<file path="src/rtl/cvxif_offload_master.sv">
// rtl/cvxif_offload_master.sv - CV-X-IF offload master: issue, operands, result wait with timeout, writeback
// One instruction in flight; every output is driven from registered state or registered data.
module cvxif_offload_master #(
  parameter int unsigned TIMEOUT = 1023,
  parameter int unsigned CNT_W   = 10
) (
  input  logic        clk,
  input  logic        rst,
  input  logic        cmd_valid,
  output logic        cmd_ready,
  input  logic [31:0] cmd_instr,
  input  logic [31:0] cmd_rs0,
  input  logic [31:0] cmd_rs1,
  output logic        wb_valid,
  input  logic        wb_ready,
  output logic [31:0] wb_data,
  output logic        wb_err,
  output logic        issue_valid,
  input  logic        issue_ready,
  output logic [31:0] issue_req_instr,
  input  logic        issue_resp_accept,
  input  logic        issue_resp_writeback,
  input  logic [1:0]  issue_resp_register_read,
  output logic        register_valid,
  input  logic        register_ready,
  output logic [31:0] register_rs0,
  output logic [31:0] register_rs1,
  output logic [1:0]  register_rs_valid,
  input  logic        result_valid,
  output logic        result_ready,
  input  logic [31:0] result_data
);

  typedef enum logic [2:0] {S_IDLE, S_ISSUE, S_REGS, S_RESP, S_WB} state_t;

  state_t             state, state_d;
  logic [31:0]        instr_q, rs0_q, rs1_q, wb_data_q;
  logic [1:0]         rr_mask;
  logic               wb_en, wb_err_q;
  logic [CNT_W-1:0]   cnt;
  logic               timed_out;

  assign timed_out = (cnt == CNT_W'(TIMEOUT));

  always_ff @(posedge clk or negedge rst) begin
    if (!rst) state <= S_IDLE;
    else      state <= state_d;
  end

  always_comb begin
    state_d = state;
    case (state)
      S_IDLE:  if (cmd_valid) state_d = S_ISSUE;
      S_ISSUE: begin
        if (issue_ready) begin
          if (!issue_resp_accept)                   state_d = S_WB;
          else if (issue_resp_register_read == 2'b00) state_d = S_RESP;
          else                                      state_d = S_REGS;
        end
      end
      S_REGS:  if (register_ready) state_d = S_RESP;
      S_RESP:  if (result_valid || timed_out) state_d = S_WB;
      S_WB:    if (wb_ready) state_d = S_IDLE;
      default: state_d = S_IDLE;
    endcase
  end

  // Counter is held at zero outside RESP, so every RESP entry starts a fresh wait.
  always_ff @(posedge clk or negedge rst) begin
    if (!rst) begin
      instr_q   <= '0;
      rs0_q     <= '0;
      rs1_q     <= '0;
      wb_data_q <= '0;
      wb_err_q  <= 1'b0;
      rr_mask   <= 2'b00;
      wb_en     <= 1'b0;
      cnt       <= '0;
    end else begin
      if (state != S_RESP) cnt <= '0;
      case (state)
        S_IDLE: begin
          if (cmd_valid) begin
            instr_q <= cmd_instr;
            rs0_q   <= cmd_rs0;
            rs1_q   <= cmd_rs1;
          end
        end
        S_ISSUE: begin
          if (issue_ready) begin
            rr_mask <= issue_resp_accept ? issue_resp_register_read : 2'b00;
            wb_en   <= issue_resp_writeback;
            if (!issue_resp_accept) begin
              wb_err_q  <= 1'b1;
              wb_data_q <= '0;
            end
          end
        end
        S_RESP: begin
          if (result_valid) begin
            wb_data_q <= wb_en ? result_data : 32'h0;
            wb_err_q  <= 1'b0;
          end else if (timed_out) begin
            wb_data_q <= '0;
            wb_err_q  <= 1'b1;
          end else begin
            cnt <= cnt + 1'b1;
          end
        end
        S_WB: begin
          if (wb_ready) begin
            wb_data_q <= '0;
            wb_err_q  <= 1'b0;
          end
        end
        default: ;
      endcase
    end
  end

  assign cmd_ready         = (state == S_IDLE);
  assign issue_valid       = (state == S_ISSUE);
  assign register_valid    = (state == S_REGS);
  assign result_ready      = (state == S_RESP);
  assign wb_valid          = (state == S_WB);
  assign wb_data           = wb_data_q;
  assign wb_err            = wb_err_q;
  assign issue_req_instr   = instr_q;
  assign register_rs0      = rs0_q;
  assign register_rs1      = rs1_q;
  assign register_rs_valid = rr_mask;

endmodule

</file>
<file path="config.mk">
export PLATFORM = sky130hd
export DESIGN_NAME = cvxif_offload_master
export DESIGN_NICKNAME = d
export VERILOG_FILES = /design/src/rtl/cvxif_offload_master.sv
export SDC_FILE = /design/constraint.sdc
export NUM_CORES = 1
export LEC_CHECK = 0
export ABC_AREA = 0
export ABC_CLOCK_PERIOD_IN_PS = 4200
export CAP_MARGIN = 5
export CORE_MARGIN = 4
export CORE_UTILIZATION = 44
export CTS_CLUSTER_DIAMETER = 50
export CTS_CLUSTER_SIZE = 14
export DETAILED_ROUTE_END_ITERATION = 6
export GPL_ROUTABILITY_DRIVEN = 1
export HOLD_SLACK_MARGIN = 0.15
export PLACE_DENSITY = 0.83
export SLEW_MARGIN = 20
export SYNTH_ARGS = -nofsm -noshare
export SYNTH_HDL_FRONTEND = slang
export SYNTH_SLANG_ARGS = --single-unit
</file>
<file path="constraint.sdc">
create_clock -name clk -period 4.2 [get_ports clk]
set_clock_uncertainty 0.05 [all_clocks]
set_input_delay 0.63 -clock clk [delete_from_list [all_inputs] [get_ports clk]]
set_output_delay 0.63 -clock clk [all_outputs]
set_load 0.02 [all_outputs]
</file>
==> impl_metrics.env <==
export IMPL_firstDrtPassIters=4
export IMPL_worstPathArrival_ns=2.22
export IMPL_status="finished, final reports clean"
export IMPL_p_leak_nw=3.80
export IMPL_final_nets=786
export IMPL_fin_crit_sh_pct=69.0
export IMPL_portBuffers=274
export IMPL_clk_pin_slew_ns=0.06
export IMPL_setup_tns_ns=0
export IMPL_fill_cells=847
export IMPL_final_hold_violation_count=0
export IMPL_route_detailed_drc=0
export IMPL_rr_worst_depth=5
export IMPL_synth_edf_count=0
export IMPL_slowest_stage="clkdlybuf4s50_1"
export IMPL_clock_path_buffers=2
export IMPL_min_path_type="primary input to asynchronous set/reset pin"
export IMPL_maxSlewViolCount=0
export IMPL_yosysMostFrequentCell="dfrtp_1"
export IMPL_core_area_sq_um=12700
export IMPL_slew_limit_headroom_pct=37.2
export IMPL_yosys_area_top_type="dfrtp_1"
export IMPL_crit_required_ns=3.52
export IMPL_grt_max_degree=120
export IMPL_fmax_mhz=345
export IMPL_syn2layout_area_growth_pct=60.2
export IMPL_peakVddDrop_mv=0.519
export IMPL_pin_count=275
export IMPL_startpoint="state[2]$_DFFE_PN0P_"
export IMPL_antenna_cells_inserted=0
export IMPL_vias=4199
export IMPL_antenna_found_initial=0
export IMPL_first_iter_violations=202
export IMPL_start_kind="flop"
export IMPL_synth_fp_nets=512
export IMPL_ff2ff_setup_slack_ns=1.68
export IMPL_row_count=41
export IMPL_critPathCaptureType="output pin"
export IMPL_drt_wl_total_um=15600
export IMPL_final_cells=829
export IMPL_die_w_um=122
export IMPL_max_stage_delay_ns=0.60
export IMPL_power_density_nw_per_um2=789
export IMPL_cp_buffers_inverters=2
export IMPL_fin_hold_ws_ns=0.284
export IMPL_start_util_pct=45.0
export IMPL_critPathKind="flop to output pin"
export IMPL_yosys_register_bits=145
export IMPL_h_tree_depth=4
export IMPL_worstPathMaxFanout=13
export IMPL_first_global_vias=4537
export IMPL_r2r_start="cnt[0]$_DFF_PN0_"
export IMPL_cts_sinks=145
export IMPL_yosys_warnings=0
export IMPL_yosysTopAreaCellShare_pct=63.6
export IMPL_dieHeight_um=122
export IMPL_seq_area_frac_synth_pct=63.6
export IMPL_min_period_ns=2.90
export IMPL_clock_root_buffer="clkbuf_16"
export IMPL_tightest_slew_ns=0.943
export IMPL_drive_gt1_share_pct=20.5
export IMPL_synth_area_leaders="dfrtp_1, mux2_2, a22o_1"
export IMPL_grt_pass1_wl_um=23900
export IMPL_dp_hpwl_um=11300
export IMPL_regToRegEndpoint="wb_err$_DFFE_PN0P_"
export IMPL_final_antenna_net_count=0
export IMPL_ys_flop_type="dfrtp_1"
export IMPL_synthTopCellsByCount="dfrtp_1, mux2_2, a22o_1"
export IMPL_syn_avg_cell_area_sq_um=15.3
export IMPL_grt_usage_pct=21.0
export IMPL_numCtsBuffers=17
export IMPL_syn_area_sq_um=5700
export IMPL_post_cts_buffers=0
export IMPL_globalRoute_totalOverflow=0
export IMPL_die_area_sq_um=14800
export IMPL_via_per_inst=5.07
export IMPL_crit_chain="nand2b_2 -> or2_1 -> inv_4 -> clkdlybuf4s50_1"
export IMPL_cts_tree="built"
export IMPL_synthCells=372
export IMPL_wl_per_cell_um=18.8
export IMPL_gp_congestion=0.760
export IMPL_cts_hold_buf=0
export IMPL_postSynth_asyncResetShare_pct=100
export IMPL_cts_resized=0
export IMPL_insertion_delay_ns=0.41
export IMPL_dp_cells=799
export IMPL_rsz0062_at_grt="false"
export IMPL_yosys_cell_types_count=40
export IMPL_critPathTopFamily="buffers and inverters"
export IMPL_finalSetupViolCount=0
export IMPL_cap_violations=0
==> logic make-up (layout without fill, tap and decap cells) <==
kind of cell,after synthesis,in the layout,share of synthesized area (%)
buf+inv,26,311,3.82
compound gates,57,57,8.14
xor+xnor,2,2,0.307
fa+ha+maj,1,1,0.219
mux,102,102,20.1
flops,145,145,63.6
simple gates,39,39,3.80
==> how the worst max path moves through the flow <==
stage / endpoint / slack [ns] / cells past startpoint
after floorplan: register_rs0[0]$_DFFE_PN0P_ / 2.10 / 6
after global placement: wb_err$_DFFE_PN0P_ / 1.53 / 5
after detailed placement: wb_err$_DFFE_PN0P_ / 1.45 / 5
after CTS: result_ready / 1.27 / 4
after global routing: result_ready / 1.17 / 4
final: result_ready / 1.30 / 4
==> flip-flops by register name, indices dropped and copies added (netlist names) <==
| name | count |
|---|---|
| issue_req_instr | 32 |
| register_rs1 | 32 |
| register_rs0 | 32 |
| state | 3 |
| wb_err | 1 |
| cnt | 10 |
| wb_en | 1 |
| wb_data | 32 |
| register_rs_valid | 2 |
==> cells in the final DEF, fill, tap and decap left out, types with 3 or more instances in the layout <==
| cell type | instances |
|---|---|
| clkbuf_8 | 3 |
| dfrtp_1 | 145 |
| mux2_2 | 93 |
| nand2_1 | 10 |
| or3_1 | 5 |
| clkdlybuf4s50_1 | 273 |
| o21ai_0 | 6 |
| mux2_1 | 6 |
| mux2i_1 | 3 |
| nor2_1 | 4 |
| bufinv_16 | 5 |
| clkinv_2 | 4 |
| a21oi_1 | 11 |
| nor3_1 | 3 |
| clkbuf_16 | 17 |
| a22o_1 | 32 |
==> final cells by class <==
class	instances	area [sq um]	share of cell area, %
Clock buffer	19	453	4.96
Clock inverter	11	186	2.04
Inverter	5	21.3	0.233
Multi-Input combinational cell	201	1860	20.3
Sequential cell	145	3630	39.7
Tap cell	172	215	2.36
Timing Repair Buffer	276	2770	30.4
==> power breakdown <==
part / internal (mW) / total, mW / switching, mW
logic: 1.71 / 3.26 / 1.54
registers: 2.00 / 2.32 / 0.325
clock network: 1.07 / 1.63 / 0.551
total: 4.79 / 7.21 / 2.42
==> worst register-to-register path, delay by kind of cell, from the launching register on <==
family | cells | cell delay (ns)
mux | 1 | 0.45
fa+ha+maj | 1 | 0.19
flops | 1 | 0.39
compound gates | 2 | 1.11
simple gates | 1 | 0.20
==> metrics by stage <==
step	instance area, sq um	setup WS [ns]	total power, mW	utilization [%]
floorplan	5700	2.10	4.05	-
global placement	8490	1.53	5.52	67.0
detailed placement	8490	1.45	5.62	67.0
CTS	9130	1.27	7.30	72.1
global route	9140	1.17	7.57	72.1
finish	9140	1.30	7.21	72.1
==> routing by layer <==
| layer | part of all wire (%) | up-vias | GRT usage (%) |
|---|---|---|---|
| li1 | - | 1898 | - |
| met1 | 37 | 2034 | 23.1 |
| met2 | 50 | 235 | 35.9 |
| met3 | 11 | 32 | 9.01 |
| met4 | 2.5 | 0 | 8.05 |
| met5 | 0 | - | 0 |
(Power assumes the default switching activity.)
